**config.mk**
```make
export PLATFORM = sky130hd
export DESIGN_NAME = pipelined_decode_flat
export DESIGN_NICKNAME = d
export VERILOG_FILES = /design/src/rtl/decode_pkg.sv /design/src/rtl/pipelined_decode_if.sv /design/src/rtl/pipelined_decode_register_bank.sv /design/src/rtl/pipelined_decode.sv /design/src/flat_wrapper.sv
export SDC_FILE = /design/constraint.sdc
export NUM_CORES = 1
export LEC_CHECK = 0
export CAP_MARGIN = 40
export CORE_MARGIN = 1
export CORE_UTILIZATION = 55
export DETAILED_ROUTE_END_ITERATION = 10
export PLACE_DENSITY_LB_ADDON = 0.1
export SYNTH_ARGS = -nofsm -noshare
export SYNTH_HDL_FRONTEND = slang
export SYNTH_HIERARCHICAL = 1
export SYNTH_SLANG_ARGS = --single-unit
export TNS_END_PERCENT = 1
```
**constraint.sdc**
```tcl
create_clock -name clock -period 41 [get_ports clock]
set_input_delay 8.2 -clock clock [delete_from_list [all_inputs] [get_ports clock]]
set_output_delay 8.2 -clock clock [all_outputs]
set_load 0.01 [all_outputs]
```
**src/rtl/decode_pkg.sv**
```systemverilog
// Shared types for the decode stage: opcode encoding, field placement helper
// and the ID/EX payload carried to execute.
package decode_pkg;

  // Payload fields are sized to these ceilings; the top keeps only the low bits it needs.
  localparam int MAX_W  = 64;
  localparam int MAX_AW = 8;
  localparam int MAX_OW = 8;

  typedef enum logic [3:0] {
    OP_NOP   = 4'h0,
    OP_ADD   = 4'h1,
    OP_SUB   = 4'h2,
    OP_AND   = 4'h3,
    OP_OR    = 4'h4,
    OP_XOR   = 4'h5,
    OP_SHL   = 4'h6,
    OP_SHR   = 4'h7,
    OP_ADDI  = 4'h8,
    OP_LOAD  = 4'h9,
    OP_STORE = 4'hA,
    OP_BR    = 4'hB,
    OP_JMP   = 4'hC
  } opcode_e;

  // LSB of register field idx (0=rd, 1=rs1, 2=rs2); the fields sit back to back below the opcode.
  function automatic int field_lsb(int iw, int ow, int aw, int idx);
    return iw - ow - aw * (idx + 1);
  endfunction

  typedef struct packed {
    logic [MAX_OW-1:0] opcode;
    logic [MAX_AW-1:0] rd;
    logic [MAX_AW-1:0] rs1;
    logic [MAX_AW-1:0] rs2;
    logic [MAX_W-1:0]  rs1_data;
    logic [MAX_W-1:0]  rs2_data;
    logic [MAX_W-1:0]  imm;
    logic [MAX_W-1:0]  pc;
  } idex_t;

endpackage

```
**src/rtl/pipelined_decode_if.sv**
```systemverilog
// Fetch-side, writeback and execute-side signals of the decode stage.
interface pipelined_decode_if #(
  parameter int WIDTH            = 24,
  parameter int INSTRUCTIONWIDTH = 24,
  parameter int OPCODEWIDTH      = 4,
  parameter int ADDRESSWIDTH     = 4
);
  logic                        inValid;
  logic                        inReady;
  logic [INSTRUCTIONWIDTH-1:0] instruction;
  logic [WIDTH-1:0]            PC;
  logic                        flush;
  logic                        writeEnable;
  logic [ADDRESSWIDTH-1:0]     writeAddress;
  logic [WIDTH-1:0]            dataToSave;
  logic                        outValid;
  logic                        outReady;
  logic [OPCODEWIDTH-1:0]      opcode;
  logic [ADDRESSWIDTH-1:0]     regDestinationAddress;
  logic [ADDRESSWIDTH-1:0]     reg1Address;
  logic [ADDRESSWIDTH-1:0]     reg2Address;
  logic [WIDTH-1:0]            reg1Content;
  logic [WIDTH-1:0]            reg2Content;
  logic [WIDTH-1:0]            inmediate;
  logic [WIDTH-1:0]            outPC;
  logic [15:0]                 stallCount;

  modport slave (
    input  inValid, instruction, PC, flush, writeEnable, writeAddress, dataToSave, outReady,
    output inReady, outValid, opcode, regDestinationAddress, reg1Address, reg2Address,
           reg1Content, reg2Content, inmediate, outPC, stallCount
  );

  modport master (
    output inValid, instruction, PC, flush, writeEnable, writeAddress, dataToSave, outReady,
    input  inReady, outValid, opcode, regDestinationAddress, reg1Address, reg2Address,
           reg1Content, reg2Content, inmediate, outPC, stallCount
  );
endinterface

```
**src/rtl/pipelined_decode_register_bank.sv**
```systemverilog
// Register file: two read ports with PC alias and write-through bypass, one write port.
module register_bank #(
  parameter int WIDTH        = 24,
  parameter int ADDRESSWIDTH = 4,
  parameter int REGNUM       = 16
) (
  input  logic                    clock,
  input  logic                    reset,
  input  logic [ADDRESSWIDTH-1:0] rd_addr_a,
  input  logic [ADDRESSWIDTH-1:0] rd_addr_b,
  output logic [WIDTH-1:0]        rd_data_a,
  output logic [WIDTH-1:0]        rd_data_b,
  input  logic [WIDTH-1:0]        pc,
  input  logic                    we,
  input  logic [ADDRESSWIDTH-1:0] wa,
  input  logic [WIDTH-1:0]        wd
);
  localparam logic [ADDRESSWIDTH-1:0] PC_IDX = ADDRESSWIDTH'(REGNUM - 1);

  logic [REGNUM-1:0][WIDTH-1:0] mem_q, mem_d;
  logic                         wr_ok;

  // PC alias wins, then same-cycle writeback data, then stored contents.
  function automatic logic [WIDTH-1:0] rd_port(input logic [ADDRESSWIDTH-1:0] a,
                                               input logic [REGNUM-1:0][WIDTH-1:0] m,
                                               input logic [WIDTH-1:0] p);
    if (a == PC_IDX)            return p;
    else if (we && wa == a)     return wd;
    else if (int'(a) < REGNUM)  return m[a];
    else                        return '0;
  endfunction

  assign wr_ok     = we && (wa != PC_IDX) && (int'(wa) < REGNUM);
  assign rd_data_a = rd_port(rd_addr_a, mem_q, pc);
  assign rd_data_b = rd_port(rd_addr_b, mem_q, pc);

  // Next storage contents: one entry updated on a legal write.
  always_comb begin
    mem_d = mem_q;
    if (wr_ok) mem_d[wa] = wd;
  end

  // Storage register, cleared by reset.
  always_ff @(posedge clock or posedge reset) begin
    if (reset) mem_q <= '0;
    else       mem_q <= mem_d;
  end
endmodule

```
**src/rtl/pipelined_decode.sv**
```systemverilog
// Decode stage: field extraction, operand read, immediate extension, ID/EX
// register with valid/ready handshake, flush, and one-bubble load-use stall.
module pipelined_decode
  import decode_pkg::*;
#(
  parameter int WIDTH            = 24,
  parameter int INSTRUCTIONWIDTH = 24,
  parameter int OPCODEWIDTH      = 4,
  parameter int ADDRESSWIDTH     = 4,
  parameter int REGNUM           = 16,
  parameter int IMMWIDTH         = 16,
  parameter int SIGNEXT          = 0
) (
  input logic           clock,
  input logic           reset,
  pipelined_decode_if.slave bus
);
  localparam int RD_LSB  = field_lsb(INSTRUCTIONWIDTH, OPCODEWIDTH, ADDRESSWIDTH, 0);
  localparam int RS1_LSB = field_lsb(INSTRUCTIONWIDTH, OPCODEWIDTH, ADDRESSWIDTH, 1);
  localparam int RS2_LSB = field_lsb(INSTRUCTIONWIDTH, OPCODEWIDTH, ADDRESSWIDTH, 2);

  logic [OPCODEWIDTH-1:0]  op_in;
  logic [ADDRESSWIDTH-1:0] rd_in, rs1_in, rs2_in;
  logic [WIDTH-1:0]        imm_ext, rs1_data, rs2_data;
  logic                    hazard, accept, in_ready;

  idex_t       pl_q, pl_d;
  logic        out_valid_q, out_valid_d;
  logic [15:0] stall_q, stall_d;
  logic        unused_pl;

  assign op_in  = bus.instruction[INSTRUCTIONWIDTH-1 -: OPCODEWIDTH];
  assign rd_in  = bus.instruction[RD_LSB  +: ADDRESSWIDTH];
  assign rs1_in = bus.instruction[RS1_LSB +: ADDRESSWIDTH];
  assign rs2_in = bus.instruction[RS2_LSB +: ADDRESSWIDTH];

  generate
    if (IMMWIDTH >= WIDTH) begin : g_imm_trunc
      assign imm_ext = bus.instruction[WIDTH-1:0];
    end else if (SIGNEXT != 0) begin : g_imm_sext
      assign imm_ext = {{(WIDTH-IMMWIDTH){bus.instruction[IMMWIDTH-1]}}, bus.instruction[IMMWIDTH-1:0]};
    end else begin : g_imm_zext
      assign imm_ext = {{(WIDTH-IMMWIDTH){1'b0}}, bus.instruction[IMMWIDTH-1:0]};
    end
  endgenerate

  register_bank #(
    .WIDTH(WIDTH), .ADDRESSWIDTH(ADDRESSWIDTH), .REGNUM(REGNUM)
  ) u_bank (
    .clock     (clock),
    .reset     (reset),
    .rd_addr_a (rs1_in),
    .rd_addr_b (rs2_in),
    .rd_data_a (rs1_data),
    .rd_data_b (rs2_data),
    .pc        (bus.PC),
    .we        (bus.writeEnable),
    .wa        (bus.writeAddress),
    .wd        (bus.dataToSave)
  );

  // A load still in ID/EX cannot forward its result to a consumer entering now.
  assign hazard   = out_valid_q
                 && (pl_q.opcode[OPCODEWIDTH-1:0] == OPCODEWIDTH'(OP_LOAD))
                 && ((pl_q.rd[ADDRESSWIDTH-1:0] == rs1_in) || (pl_q.rd[ADDRESSWIDTH-1:0] == rs2_in))
                 && bus.inValid;
  assign in_ready = !bus.flush && !hazard && (!out_valid_q || bus.outReady);
  assign accept   = bus.inValid && in_ready;

  // Next ID/EX state: flush clears, accept loads, drain drops valid, otherwise hold.
  always_comb begin
    out_valid_d = out_valid_q;
    pl_d        = pl_q;
    stall_d     = stall_q;
    if (hazard && !bus.flush && stall_q != 16'hFFFF) stall_d = stall_q + 16'd1;
    if (bus.flush) begin
      out_valid_d = 1'b0;
      pl_d        = '0;
    end else if (accept) begin
      out_valid_d   = 1'b1;
      pl_d.opcode   = MAX_OW'(op_in);
      pl_d.rd       = MAX_AW'(rd_in);
      pl_d.rs1      = MAX_AW'(rs1_in);
      pl_d.rs2      = MAX_AW'(rs2_in);
      pl_d.rs1_data = MAX_W'(rs1_data);
      pl_d.rs2_data = MAX_W'(rs2_data);
      pl_d.imm      = MAX_W'(imm_ext);
      pl_d.pc       = MAX_W'(bus.PC);
    end else if (bus.outReady) begin
      out_valid_d = 1'b0;
    end
  end

  // ID/EX register, valid flag and stall counter.
  always_ff @(posedge clock or posedge reset) begin
    if (reset) begin
      out_valid_q <= 1'b0;
      pl_q        <= '0;
      stall_q     <= '0;
    end else begin
      out_valid_q <= out_valid_d;
      pl_q        <= pl_d;
      stall_q     <= stall_d;
    end
  end

  // Payload upper bits beyond the configured widths are never read.
  assign unused_pl = ^pl_q;

  assign bus.inReady               = in_ready;
  assign bus.outValid              = out_valid_q;
  assign bus.opcode                = pl_q.opcode[OPCODEWIDTH-1:0];
  assign bus.regDestinationAddress = pl_q.rd[ADDRESSWIDTH-1:0];
  assign bus.reg1Address           = pl_q.rs1[ADDRESSWIDTH-1:0];
  assign bus.reg2Address           = pl_q.rs2[ADDRESSWIDTH-1:0];
  assign bus.reg1Content           = pl_q.rs1_data[WIDTH-1:0];
  assign bus.reg2Content           = pl_q.rs2_data[WIDTH-1:0];
  assign bus.inmediate             = pl_q.imm[WIDTH-1:0];
  assign bus.outPC                 = pl_q.pc[WIDTH-1:0];
  assign bus.stallCount            = stall_q;
endmodule

```
**src/flat_wrapper.sv**
```systemverilog
// flat-port wrapper written by rule: the top's interface ports become plain ports
module pipelined_decode_flat import decode_pkg::*;
#(
  parameter int WIDTH            = 24,
  parameter int INSTRUCTIONWIDTH = 24,
  parameter int OPCODEWIDTH      = 4,
  parameter int ADDRESSWIDTH     = 4,
  parameter int REGNUM           = 16,
  parameter int IMMWIDTH         = 16,
  parameter int SIGNEXT          = 0
)
  (clock, reset, bus_inValid, bus_instruction, bus_PC, bus_flush, bus_writeEnable, bus_writeAddress, bus_dataToSave, bus_outReady, bus_inReady, bus_outValid, bus_opcode, bus_regDestinationAddress, bus_reg1Address, bus_reg2Address, bus_reg1Content, bus_reg2Content, bus_inmediate, bus_outPC, bus_stallCount);
  pipelined_decode_if #(.WIDTH(WIDTH), .INSTRUCTIONWIDTH(INSTRUCTIONWIDTH), .OPCODEWIDTH(OPCODEWIDTH), .ADDRESSWIDTH(ADDRESSWIDTH)) bus_i ();
  input logic clock;
  input logic reset;
  input wire logic [$bits(bus_i.inValid)-1:0] bus_inValid;
  input wire logic [$bits(bus_i.instruction)-1:0] bus_instruction;
  input wire logic [$bits(bus_i.PC)-1:0] bus_PC;
  input wire logic [$bits(bus_i.flush)-1:0] bus_flush;
  input wire logic [$bits(bus_i.writeEnable)-1:0] bus_writeEnable;
  input wire logic [$bits(bus_i.writeAddress)-1:0] bus_writeAddress;
  input wire logic [$bits(bus_i.dataToSave)-1:0] bus_dataToSave;
  input wire logic [$bits(bus_i.outReady)-1:0] bus_outReady;
  output wire logic [$bits(bus_i.inReady)-1:0] bus_inReady;
  output wire logic [$bits(bus_i.outValid)-1:0] bus_outValid;
  output wire logic [$bits(bus_i.opcode)-1:0] bus_opcode;
  output wire logic [$bits(bus_i.regDestinationAddress)-1:0] bus_regDestinationAddress;
  output wire logic [$bits(bus_i.reg1Address)-1:0] bus_reg1Address;
  output wire logic [$bits(bus_i.reg2Address)-1:0] bus_reg2Address;
  output wire logic [$bits(bus_i.reg1Content)-1:0] bus_reg1Content;
  output wire logic [$bits(bus_i.reg2Content)-1:0] bus_reg2Content;
  output wire logic [$bits(bus_i.inmediate)-1:0] bus_inmediate;
  output wire logic [$bits(bus_i.outPC)-1:0] bus_outPC;
  output wire logic [$bits(bus_i.stallCount)-1:0] bus_stallCount;
  assign bus_i.inValid = bus_inValid;
  assign bus_i.instruction = bus_instruction;
  assign bus_i.PC = bus_PC;
  assign bus_i.flush = bus_flush;
  assign bus_i.writeEnable = bus_writeEnable;
  assign bus_i.writeAddress = bus_writeAddress;
  assign bus_i.dataToSave = bus_dataToSave;
  assign bus_i.outReady = bus_outReady;
  assign bus_inReady = bus_i.inReady;
  assign bus_outValid = bus_i.outValid;
  assign bus_opcode = bus_i.opcode;
  assign bus_regDestinationAddress = bus_i.regDestinationAddress;
  assign bus_reg1Address = bus_i.reg1Address;
  assign bus_reg2Address = bus_i.reg2Address;
  assign bus_reg1Content = bus_i.reg1Content;
  assign bus_reg2Content = bus_i.reg2Content;
  assign bus_inmediate = bus_i.inmediate;
  assign bus_outPC = bus_i.outPC;
  assign bus_stallCount = bus_i.stallCount;
  pipelined_decode #(.WIDTH(WIDTH), .INSTRUCTIONWIDTH(INSTRUCTIONWIDTH), .OPCODEWIDTH(OPCODEWIDTH), .ADDRESSWIDTH(ADDRESSWIDTH), .REGNUM(REGNUM), .IMMWIDTH(IMMWIDTH), .SIGNEXT(SIGNEXT)) u_core (.clock(clock), .reset(reset), .bus(bus_i));
endmodule
```
==> metrics.md, run 1 <==
| Metric | Value |
|---|---|
| Crit-path most repeated cell | `clkdlybuf4s50_1` |
| Crit. End Element | `output port` |
| Max stage delay on crit path | `between 900 and 1000 ps` |
| I/O pins | `212` |
| Post-CTS Hold Fix Bufs | `0` |
| Synth area leader | `dfrtp_1` |
| Final hold vios | `0` |
| First-pass GRT wire length | `between 100,000 and 150,000 microns` |
| Sequential area share after synthesis | `a little under half` |
| Number of global-route vias before repair | `18.82k` |
| Cell family with most CP delay | `buffers and inverters` |
| Die height | `219.5 microns` |
| Fraction of layout cells with a size suffix above 1 | `26.69%` |
| HP Class | `reg -> reg` |
| Worst-path maximum fanout | `13` |
| CP max-delay cell | `clkdlybuf4s50_1` |
| Starting density of the core | `a little under three fifths` |
| Wire length per cell | `27.20 microns` |
| Most common cell in the synthesized netlist | `dfrtp_1` |
| Final #Nets | `2,345` |
| Std-Cell Core Area | `0.04656 sq mm` |
| Syn Area/Cell | `12.00 sq um` |
| Switching Share | `27.61%` |
| Setup violators final | `0` |
| Worst-Margin Slew | `870.5 ps` |
| Largest net degree at the start of global routing | `91` |
| Post-route ant nets | `0` |
| IO Port Bufs | `203` |
| Post-CTS setup buffers | `0` |
| CTS Root Cell | `clkbuf_16` |
| Initial antenna violation count | `2` |
| Psw | `0.0003957 W` |
| Distinct cells, synth | `44` |
| Clock Power Share | `33.9%` |
| Global-route usage over all layers | `33.36%` |
| RSZ-0062 raised after global routing | `no` |
| Max-slew violations | `0` |
| Clock buffer depth | `3` |
| Worst slack at placement | `22,080 ps` |
| Power Density | `47.66 mW/mm^2` |
| WP data arrival | `10,740 ps` |
| WS Path Type | `in -> out` |
| Max-Cap Viols | `0` |
| Crit share post-route | `around 46%` |
| Post-cts sizing count | `0` |
| Crit start category | `primary input` |
| Synth warn | `6` |
| Starting DRT DRC Count | `approximately 1.9k` |
| Gate Count Post-Synth | `2,168` |
| DRC viols | `0` |
| Post-Syn Area | `0.02601 sq mm` |
| Clock skew | `between 10 and 15 ps` |
| Inst Count DP | `2,814` |
| Final Core Density | `64.60%` |
| GP Congestion | `0.8802` |
| Crit-path cells | `clkdlybuf4s50_1, xnor2_1, nand4_1, a2111oi_4, nor3_1, clkdlybuf4s50_1` |
| Post-Layout Cell Count | `2,913` |
| Initial DRT Pass Iterations | `5` |
| Async SR Flop Fraction | `100.0%` |
| FMAX | `52.81 MHz` |
| # fillers | `3,568` |
| Combinational Power Share | `21.0%` |
| Setup TNS | `0 ps` |
| HPWL Detailed | `48,170 microns` |
| Seq pwr share | `between 40 and 50%` |
| Largest cells by area after synthesis | `dfrtp_1 48%, mux2_2 15%, mux4_2 8.3%` |
| Yosys reg bits | `497` |
| Post-layout min period | `18,940 ps` |
| Clock latency on the worst-skew pair | `610 ps` |
| Commonest cells post-synth | `497 x dfrtp_1, 343 x mux2_2, 291 x nand2_1, 193 x mux2i_1, 96 x mux4_2` |
| Outcome | `complete, no violations` |
| Worst Path Buf+Inv | `2` |
| Final WL | `79,250 microns` |
| Max VDD drop | `~0.000032 V` |
| Chip width | `~220 microns` |
| # H-tree levels | `2` |
| Top-area cell type share of the netlist area | `47.81%` |
| Via density per instance | `6.466` |
| Via count | `18.84k` |
| DIE AREA | `0.04817 sq mm` |
| Area Overhead vs Synth | `15.62%` |
| EDFF count, synth | `0` |
| Reg clk slew, reported paths | `60 ps` |
| TritonCTS clock tree | `yes` |
| Worst Path Required | `32,800 ps` |
| Row count | `79` |
| Main flop type after synthesis | `dfrtp_1` |
| Total gr overflow | `0` |
| Leakage | `12.98 nW` |
| Max-slew headroom | `41.96%` |
| Final WS setup | `22,060 ps` |
| CTS sink count | `about 500` |
| Internal power | `a little over 0.001 W` |
| TritonCTS Buffers | `53` |
[metrics by stage]
step	hold WS, ps	power, W	area [sq um]
2_1_floorplan	428.8	0.0008503	26040
3_3_place_gp	364.4	0.0009299	27940
3_5_place_dp	368.1	0.0009498	28290
4_1_cts	382.0	0.001436	30070
5_1_grt	401.6	0.001494	30080
6_report	396.2	0.001433	30080
[final timing paths]
kind	startpoint	to	slack, ps	cells past startpoint
hold reg to reg	u_core/u_bank/mem_q[382]	u_core/u_bank/mem_q[382]	400	0
setup reg to reg	u_core/bus.regDestinationAddress[1]	u_core/bus.reg2Address[1]	38350	7
max in group asynchronous	reset	u_core/u_bank/mem_q[81]	30870	6
setup / recovery	bus_instruction[15]	bus_inReady	22060	6
min in group asynchronous	reset	u_core/u_bank/mem_q[360]	8140	2
hold / removal	u_core/u_bank/mem_q[382]	u_core/u_bank/mem_q[382]	400	0
[routing by layer]
metal / GRT usage [%] / up-vias / wire, microns
li1: - / 8043 / -
met1: 48.04 / 9697 / 33870
met2: 50.16 / 931 / 35090
met3: 7.812 / 164 / 8067
met4: 10.35 / 0 / 2224
met5: 0 / - / 0
[placed cells by master, fill, tap and decap left out, types with 8 or more instances in the layout]
master           synthesis  layout
mux2i_1                193     193
nand3_1                 64      61
clkbuf_8                 0      18
mux2_2                 343     343
nand4_1                 11      11
nor2_2                   1       9
dfrtp_1                497     497
o21ai_0                 55      55
mux2_1                  19      19
clkdlybuf4s50_1          0     196
buf_4                   37      44
conb_1                   1       8
a21oi_1                 45      45
and3_1                  50      50
o22ai_1                 92      92
nand2_1                291     291
clkbuf_16                0      55
mux4_2                  96      96
buf_12                   0       8
a211oi_1                47      47
xnor2_1                 23      23
o21ai_1                 41      41
clkbuf_1                90      14
[registers in the layout (all words and copies together), names as in the netlist]
signal and flops:
u_core/bus.inmediate 10, u_core/bus.outValid 1, u_core/bus.outPC 24, u_core/bus.reg1Content 24, u_core/bus.reg1Address 3, u_core/bus.opcode 4
u_core/bus.reg2Content 24, u_core/bus.reg2Address 3, u_core/bus.stallCount 16, u_core/u_bank/mem_q 384, u_core/bus.regDestinationAddress 4
[power groups by stage]
| stage | clock network (W) | logic, W | registers [W] |
|---|---|---|---|
| floorplan | 0 | 0.000213 | 0.000637 |
| finish | 0.000486 | 0.000301 | 0.000646 |
| detailed placement | 0 | 0.000297 | 0.000653 |
| CTS | 0.000493 | 0.000299 | 0.000645 |
| global placement | 0 | 0.000286 | 0.000644 |
| global route | 0.000513 | 0.000322 | 0.000659 |
[kinds of logic (layout without fill, tap and decap cells)]
| logic type | Yosys count | in the layout | synth area share (%) |
|---|---|---|---|
| AO/OA/AOI/OAI | 285 | 285 | 6.561 |
| XOR/XNOR | 30 | 30 | 1.010 |
| adder cells (fa/ha/maj) | 1 | 1 | 0.04809 |
| buffers and inverters | 235 | 364 | 4.973 |
| flip-flops | 497 | 497 | 47.81 |
| multiplexers | 651 | 651 | 31.41 |
| other | 1 | 10 | 0.01442 |
| AND/OR/NAND/NOR | 468 | 468 | 8.177 |
[area by class of cell]
cell class,instances,area (sq um),share of cell area [%]
multi-input combinational,1443,12380,41.16
antenna,2,5.005,0.01664
tap,607,759.5,2.525
inverter,6,32.53,0.1082
sequential,497,12440,41.35
clock inverter,10,103.9,0.3453
clock buffer,87,1677,5.575
timing repair buffer,261,2681,8.915
No activity file was read; power rests on OpenSTA's default activity.
==> run 2, diff against run 1 <==
==> constraint.sdc (replaced) <==
create_clock -name clock -period 18.4 [get_ports clock]
set_input_delay 3.68 -clock clock [delete_from_list [all_inputs] [get_ports clock]]
set_output_delay 3.68 -clock clock [all_outputs]
set_load 0.01 [all_outputs]
==> run 2 against run 1 <==
Via count about the same; wire length decreased by 0.55%; cell count decreased by 0.17%; critical endpoint unchanged; largest cell class unchanged; largest power group unchanged.
==> metrics.md, run 2 (same netlist as run 1, synthesis figures left out) <==
| Metric | Value |
|---|---|
| Outcome | `complete, no violations` |
| R2R Setup Slk | `about 16,000 ps` |
| HPWL Detailed | `47,240 microns` |
| Row count | `between 70 and 80` |
| WP data arrival | `6250 ps` |
| Max-slew headroom | `38.53%` |
| WS Path Type | `in -> out` |
| Final hold vios | `0` |
| GP Congestion | `0.8492` |
| CTS sink count | `497` |
| Fraction of layout cells with a size suffix above 1 | `roughly a quarter` |
| Chip width | `219.5 microns` |
| Final #Nets | `2,341` |
| Post-route ant nets | `0` |
| Post-DP Area | `0.02824 sq mm` |
| Worst Path Required | `14,720 ps` |
| Reg clk slew, reported paths | `60 ps` |
| Final WL | `78,820 microns` |
| Initial DRT Pass Iterations | `5` |
| Wire length per cell | `27.10 microns` |
| Setup TNS | `0 ps` |
| Number of global-route vias before repair | `18.79k` |
| Reg with most FFs | `u_core/u_bank/mem_q` |
| Final WS setup | `~8500 ps` |
| Leakage | `12.91 nW` |
| Clock buffer depth | `3` |
| Crit-path most repeated cell | `clkdlybuf4s50_1` |
| Starting DRT DRC Count | `2,011` |
| Design Area, Final | `0.02996 sq mm` |
| TritonCTS clock tree | `yes` |
| Post-cts sizing count | `0` |
| Post-CTS Hold Fix Bufs | `0` |
| Worst slack at placement | `8526 ps` |
| Max-Cap Viols | `0` |
| First-pass GRT wire length | `118,700 microns` |
| Std-Cell Core Area | `0.04656 sq mm` |
| Commonest cells after routing, fill and taps aside | `497 x dfrtp_1, 343 x mux2_2, 291 x nand2_1` |
| Die height | `219.5 microns` |
| CTS Root Cell | `clkbuf_16` |
| Starting density of the core | `55.88%` |
| Worst Path Buf+Inv | `2` |
| Most common cell after layout, fill and taps aside | `dfrtp_1` |
| Max FFs per register | `roughly 380` |
| Cell family with most CP delay | `buffers and inverters` |
| Initial antenna violation count | `1` |
| RSZ-0062 raised after global routing | `no` |
| Largest net degree at the start of global routing | `173` |
| I/O pins | `212` |
| Post-layout min period | `9926 ps` |
| HP Class | `reg -> reg` |
| Hold WS | `401.9 ps` |
| Setup violators final | `0` |
| CP max-delay cell | `clkdlybuf4s50_1` |
| Via count | `18.85k` |
| TritonCTS Buffers | `53` |
| DIE AREA | `0.04817 sq mm` |
| Area Overhead vs Synth | `15.18%` |
| Power Density | `105.6 mW/mm^2` |
| Max stage delay on crit path | `950 ps` |
| # H-tree levels | `2` |
| Clock skew | `20.21 ps` |
| Clock latency on the worst-skew pair | `610 ps` |
| FMAX | `100.7 MHz` |
| Crit start category | `primary input` |
| Max-slew violations | `0` |
| Max VDD drop | `~0.00009 V` |
| Crit-path cells | `clkdlybuf4s50_1, xnor2_1, nand4_1, a2111oi_4, nor3_1, clkdlybuf4s50_1` |
| Worst-path maximum fanout | `13` |
| IO Port Bufs | `203` |
| Worst-Margin Slew | `922.1 ps` |
| Crit. End Element | `output port` |
| Via density per instance | `between 6 and 7` |
| Global-route usage over all layers | `between 30% and 40%` |
| Total gr overflow | `0` |
| Post-CTS setup buffers | `0` |
| Crit share post-route | `53.95%` |
| DRC viols | `0` |
-- run 2: area by class of cell --
cell class | count | area, sq um
multi-input combinational | 1443 | 12380
inverter | 6 | 32.53
sequential | 497 | 12440
clock inverter | 6 | 58.81
tap | 607 | 759.5
timing repair buffer | 257 | 2630
antenna | 1 | 2.502
clock buffer | 91 | 1662
fill | 3587 | 16590
-- run 2: path summary, 6_finish.rpt --
path | cells after the start | startpoint | endpoint
max in group asynchronous | 6 | reset | u_core/u_bank/mem_q[351]
min | 0 | u_core/u_bank/mem_q[382] | u_core/u_bank/mem_q[382]
max reg2reg | 7 | u_core/bus.regDestinationAddress[2] | u_core/bus.reg2Content[23]
min in group asynchronous | 2 | reset | u_core/u_bank/mem_q[360]
max | 6 | bus_instruction[15] | bus_inReady
min reg2reg | 0 | u_core/u_bank/mem_q[382] | u_core/u_bank/mem_q[382]
-- run 2: where the power goes --
part           switching, W  total, W  internal [W]
Clock              0.000442   0.00106      0.000622
Sequential         0.000143   0.00144       0.00129
Combinational      0.000292  0.000663      0.000370
-- run 2: metrics by stage --
stage          std cells  util [%]  total power [W]
4_1_cts             2907     64.35         0.003175
6_report            2908     64.36         0.003165
3_3_place_gp        2798     60.04         0.002068
2_1_floorplan       2175         -         0.001895
3_5_place_dp        2810     60.66         0.002110
5_1_grt             2908     64.36         0.003302
-- run 2: layer usage --
metal / up-vias / share of wire [%] / wire length, microns / global-route usage (%)
li1: 8035 / - / - / -
met1: 9693 / 43 / 33960 / 47.89
met2: 951 / 44 / 34950 / 50.54
met3: 168 / 9.8 / 7711 / 7.605
met4: 0 / 2.8 / 2186 / 10.09
met5: - / 0 / 0 / 0
